### src/rtl/bit_serializer_pkg.sv
// Shared encodings for the serial sequence-detector path: FSM state values and
// the default word length used by the serializer and the detector.
package bit_serializer_pkg;

    typedef enum logic {
        IDLE  = 1'b0,
        SHIFT = 1'b1
    } state_t;

    localparam int DEFAULT_WIDTH = 8;

endpackage

### src/rtl/bit_serializer_if.sv
// Word-load handshake between a producer and the bit serializer.
interface bit_serializer_if #(
    parameter int WIDTH = bit_serializer_pkg::DEFAULT_WIDTH
);
    logic [WIDTH-1:0] data_in;
    logic             load_valid;
    logic             load_ready;

    modport master (
        output data_in,
        output load_valid,
        input  load_ready
    );

    modport slave (
        input  data_in,
        input  load_valid,
        output load_ready
    );
endinterface

### src/rtl/bit_serializer.sv
// Parallel-in, serial-out front end: takes a WIDTH-bit word over valid/ready and
// streams it one bit per clock, reloading on the last bit so words run gapless.
module bit_serializer
    import bit_serializer_pkg::*;
#(
    parameter int WIDTH     = DEFAULT_WIDTH,
    parameter bit MSB_FIRST = 1'b1
) (
    input  logic             clk,
    input  logic             reset,
    bit_serializer_if.slave  load,
    output logic             x_out,
    output logic             bit_valid,
    output logic             frame_start,
    output logic             busy
);

    localparam int CW = $clog2(WIDTH);
    localparam logic [CW-1:0] LAST = CW'(WIDTH - 1);

    state_t           state, state_nxt;
    logic [WIDTH-1:0] shreg, shreg_nxt;
    logic [CW-1:0]    bit_cnt, bit_cnt_nxt;
    logic             ready;
    logic             accept;
    logic             last_bit;

    // NOTE: every signal gets a default at the top so no path through the
    // block leaves it unassigned, which would otherwise infer a latch.
    always_comb begin
        state_nxt   = state;
        shreg_nxt   = shreg;
        bit_cnt_nxt = bit_cnt;

        last_bit = (state == SHIFT) && (bit_cnt == LAST);
        ready    = (state == IDLE) || last_bit;
        accept   = load.load_valid && ready;

        if (accept) begin
            shreg_nxt   = load.data_in;
            bit_cnt_nxt = '0;
            state_nxt   = SHIFT;
        end else if (last_bit) begin
            shreg_nxt   = '0;
            bit_cnt_nxt = '0;
            state_nxt   = IDLE;
        end else if (state == SHIFT) begin
            // Shift toward the output end so the next bit is always at the tap.
            shreg_nxt   = MSB_FIRST ? {shreg[WIDTH-2:0], 1'b0}
                                    : {1'b0, shreg[WIDTH-1:1]};
            bit_cnt_nxt = bit_cnt + 1'b1;
        end

        load.load_ready = ready;
        bit_valid       = (state == SHIFT);
        busy            = (state == SHIFT);
        frame_start     = (state == SHIFT) && (bit_cnt == '0);
        x_out           = (state == SHIFT) ? (MSB_FIRST ? shreg[WIDTH-1] : shreg[0])
                                           : 1'b0;
    end

    // NOTE: state registers use non-blocking assignments so every register
    // samples pre-edge values regardless of statement order.
    always_ff @(posedge clk) begin
        if (reset) begin
            state   <= IDLE;
            shreg   <= '0;
            bit_cnt <= '0;
        end else begin
            state   <= state_nxt;
            shreg   <= shreg_nxt;
            bit_cnt <= bit_cnt_nxt;
        end
    end

endmodule

### src/flat_wrapper.sv
// flat-port wrapper written by rule: the top's interface ports become plain ports
module bit_serializer_flat import bit_serializer_pkg::*;
#(
    parameter int WIDTH     = DEFAULT_WIDTH,
    parameter bit MSB_FIRST = 1'b1
)
  (clk, reset, x_out, bit_valid, frame_start, busy, load_data_in, load_load_valid, load_load_ready);
  bit_serializer_if #(.WIDTH(WIDTH)) load_i ();
  input  logic clk;
  input  logic reset;
  output logic x_out;
  output logic bit_valid;
  output logic frame_start;
  output logic busy;
  input wire logic [$bits(load_i.data_in)-1:0] load_data_in;
  input wire logic [$bits(load_i.load_valid)-1:0] load_load_valid;
  output wire logic [$bits(load_i.load_ready)-1:0] load_load_ready;
  assign load_i.data_in = load_data_in;
  assign load_i.load_valid = load_load_valid;
  assign load_load_ready = load_i.load_ready;
  bit_serializer #(.WIDTH(WIDTH), .MSB_FIRST(MSB_FIRST)) u_core (.clk(clk), .reset(reset), .load(load_i), .x_out(x_out), .bit_valid(bit_valid), .frame_start(frame_start), .busy(busy));
endmodule
### config.mk
export PLATFORM = sky130hd
export DESIGN_NAME = bit_serializer_flat
export DESIGN_NICKNAME = d
export VERILOG_FILES = /design/src/rtl/bit_serializer_pkg.sv /design/src/rtl/bit_serializer_if.sv /design/src/rtl/bit_serializer.sv /design/src/flat_wrapper.sv
export SDC_FILE = /design/constraint.sdc
export NUM_CORES = 1
export LEC_CHECK = 0
export CAP_MARGIN = 5
export CELL_PAD_IN_SITES_DETAIL_PLACEMENT = 0
export CELL_PAD_IN_SITES_GLOBAL_PLACEMENT = 1
export CORE_MARGIN = 2
export CORE_UTILIZATION = 39
export DETAILED_ROUTE_END_ITERATION = 16
export HOLD_SLACK_MARGIN = 0.08
export PLACE_DENSITY = 0.83
export SLEW_MARGIN = 20
export SYNTH_ARGS = -nofsm -noshare
export SYNTH_HDL_FRONTEND = slang
export SYNTH_SLANG_ARGS = --single-unit
### constraint.sdc
create_clock -name clk -period 2.15 [get_ports clk]
set_clock_uncertainty 0.05 [all_clocks]
set_input_delay 0.43 -clock clk [delete_from_list [all_inputs] [get_ports clk]]
set_output_delay 0.43 -clock clk [all_outputs]
set_load 0.05 [all_outputs]
==> results_dict.tcl, run 1 <==
set metrics [dict create \
    status "finished, final reports clean" \
    clock.fmax_mhz 537 \
    vias 593 \
    ios 16 \
    cts_resized 0 \
    nFillCells 184 \
    slowest_delay_ns 0.33 \
    maxCapViolations 0 \
    cp_top_family "adder cells" \
    cts_hold_buf 0 \
    rsz0062_at_grt "false" \
    clk_latency_ns 0.27 \
    route.met3.wl_um 49 \
    drt-total-wl_um 1450 \
    grt_first_pass_wirelength_um 2310 \
    synth-seq-cells 12 \
    cts.sinks 12 \
    syn2layout_area_growth_pct 25.4 \
    slew_violations 0 \
    cts_buffers 3 \
    antenna_found_initial 0 \
    wl_met2_um 730 \
    rows 15 \
    synthCells 78 \
    yosys_warnings 0 \
    ys.flop_type "dfxtp_1" \
    cp_slowest_cell "dfxtp_1" \
    crit_start "u_core.bit_cnt[0]" \
    grt_pass1_vias 558 \
    yosys.area.top_type_share 0.332 \
    ys_seq_area_frac 0.332 \
    setup-tns-final_ns 0 \
    syn-num-nets 92 \
    slew_headroom 0.608 \
    synth_top_cells_by_count "nor2_1 (14), dfxtp_1 (12), inv_1 (10)" \
    timing.final.hold_violations 0 \
    async_flop_share 0 \
    syn_area_um2 724 \
    p_leak_nw 0.408 \
    synthTopCellsByArea "dfxtp_1 (33%), a211oi_2 (12%), a22oi_2 (8.6%)" \
    worstPathRequired_ns 1.67 \
    highest_layer "met4" \
    finalCriticalPeriod_ns 1.86 \
    wirelength_met1_um 648 \
    fin_util 0.520 \
    power_switching_mw 0.156 \
    synth_most_common_cell "nor2_1" \
    grt_max_degree 13 \
    numPortBuffers 15 \
    route.detailed.drc 0 \
    p_sw_frac 0.298 \
    critPathBufInv 2 \
    power_frac_comb 0.261 \
    powerDensity_nw_per_um2 576 \
    postSynthAreaPerCell_um2 9.29 \
    yosysUniqueCellTypes 19 \
    start_kind "register" \
    clock-root-buffer "clkbuf_4" \
    via_per_inst 5.03 \
    fin_crit_sh 0.867 \
    path_cells "ha_1 > ha_1 > nor2b_4 > inv_1 > buf_4" \
    power_mw 0.523 \
    grt.overflow.total 0 \
    clk_path_buf_depth 2 \
    cpMostUsedCell "ha_1" \
    hp-class "reg -> reg" \
    fp.coreArea_um2 1750 \
    path_max_fanout 3 \
    die_w_um 47.1 \
    wl_per_cell_um 12.3 \
    pwr-share-seq 0.475 \
    dp_hpwl_um 1110 \
    worstSetupPathType "reg -> out" \
    holdCritStartpoint "u_core.shreg[7]" \
    clkTransAtPathRegs_ns 0.07 \
    p_int_mw 0.367 \
    antenna_cells 0 \
    yosys.area.top_type "dfxtp_1" \
    layout-drive-gt1-share 0.269 \
    tightest_slew_ns 0.586 \
    drt_iter0_drc 4 \
    critPathCaptureType "primary output" \
    die_h_um 47.1 \
    arrival_ns 1.38 \
    r2r_start "u_core.bit_cnt[0]" \
    h-tree-depth 1 \
    ir_drop_mv 0.246 \
    start_util 0.415 \
    final_nets 109 \
    postCtsSetupRepairBufs 0 \
    p_clk_frac 0.264 \
    firstDrtPassIters 4 \
    place.gp.congestion 0.735 \
    die-area_um2 2220 \
    grt_use_total 0.149 \
    ant_nets 0 \
    setup_viol 0 \
    cts_tree "done" \
    synth_edf_count 0 \
]
[sequential cells by signal, summed over array words and instances (netlist names)]
| name | flops |
|---|---|
| u_core.shreg | 8 |
| u_core.bit_cnt | 3 |
| u_core.bit_valid | 1 |
[area by class of cell]
class | instances | area [um2] | share of cell area
Clock buffer | 3 | 22.5 | 0.0248
Multi-Input combinational cell | 49 | 397 | 0.437
Inverter | 10 | 37.5 | 0.0413
Timing Repair Buffer | 19 | 180 | 0.198
Sequential cell | 12 | 240 | 0.264
Tap cell | 25 | 31.3 | 0.0344
[worst paths after layout]
| path | end | slack [ns] | cells past startpoint |
|---|---|---|---|
| worst max-delay path | load_load_ready | 0.29 | 5 |
| worst min-delay path | u_core.shreg[7] | 0.49 | 2 |
| worst max register to register | u_core.shreg[7] | 0.54 | 5 |
| worst min register to register | u_core.shreg[7] | 0.49 | 2 |
[layer usage]
layer,vias up,GRT usage
li1,297,-
met1,280,0.180
met2,12,0.252
met3,4,0.0231
met4,0,0.0833
met5,-,0
[placed cells by master, fill, tap and decap left out]
master / count
a211oi_2: 7
a21o_1: 7
a22oi_1: 4
a22oi_2: 5
and2_1: 2
and3b_1: 1
buf_12: 1
buf_4: 8
clkbuf_4: 3
clkdlybuf4s50_1: 10
dfxtp_1: 12
ha_1: 3
inv_1: 10
mux2i_1: 2
nand3_1: 1
nor2_1: 14
nor2b_4: 1
o21a_1: 1
or2_1: 1
[power groups by stage]
stage | clock [mW] | combinational (mW) | sequential [mW]
detailed placement | 0 | 0.137 | 0.254
finish | 0.138 | 0.136 | 0.249
CTS | 0.145 | 0.138 | 0.249
global route | 0.153 | 0.147 | 0.250
floorplan | 0 | 0.0871 | 0.255
global placement | 0 | 0.136 | 0.254
[metrics by stage]
stage	std cells	setup slack (ns)	area, um2	hold slack [ns]
4_1_cts	118	0.265	908	0.500
5_1_grt	118	0.204	908	0.521
2_1_floorplan	78	0.245	724	0.437
6_report	118	0.286	908	0.493
3_3_place_gp	115	0.377	886	0.462
3_5_place_dp	115	0.372	886	0.480
[kinds of logic (layout without fill, tap and decap cells)]
group,count (synthesis),in the layout,synth area share
AO/OA/AOI/OAI,24,24,0.332
adder cells (fa/ha/maj),3,3,0.0518
buffers and inverters,17,32,0.121
flip-flops,12,12,0.332
multiplexers,2,2,0.0276
AND/OR/NAND/NOR,20,20,0.136
[tightest hold or removal path: cells and delay by family, from the launching register on]
family           cells  cell delay (ns)
flip-flops           1             0.32
AND/OR/NAND/NOR      1             0.12
AO/OA/AOI/OAI        1             0.06
Power figures use the tool's default switching activity.
==> run 2: changes to the inputs <==
--- a/config.mk
+++ b/config.mk
@@ -13,6 +13,7 @@
 export DETAILED_ROUTE_END_ITERATION = 16
 export HOLD_SLACK_MARGIN = 0.08
 export PLACE_DENSITY = 0.83
+export SKIP_CTS_REPAIR_TIMING = 1
 export SLEW_MARGIN = 20
 export SYNTH_ARGS = -nofsm -noshare
 export SYNTH_HDL_FRONTEND = slang
==> results of run 2 <==
The final DEF is identical to that of run 1; final timing and power are the same.
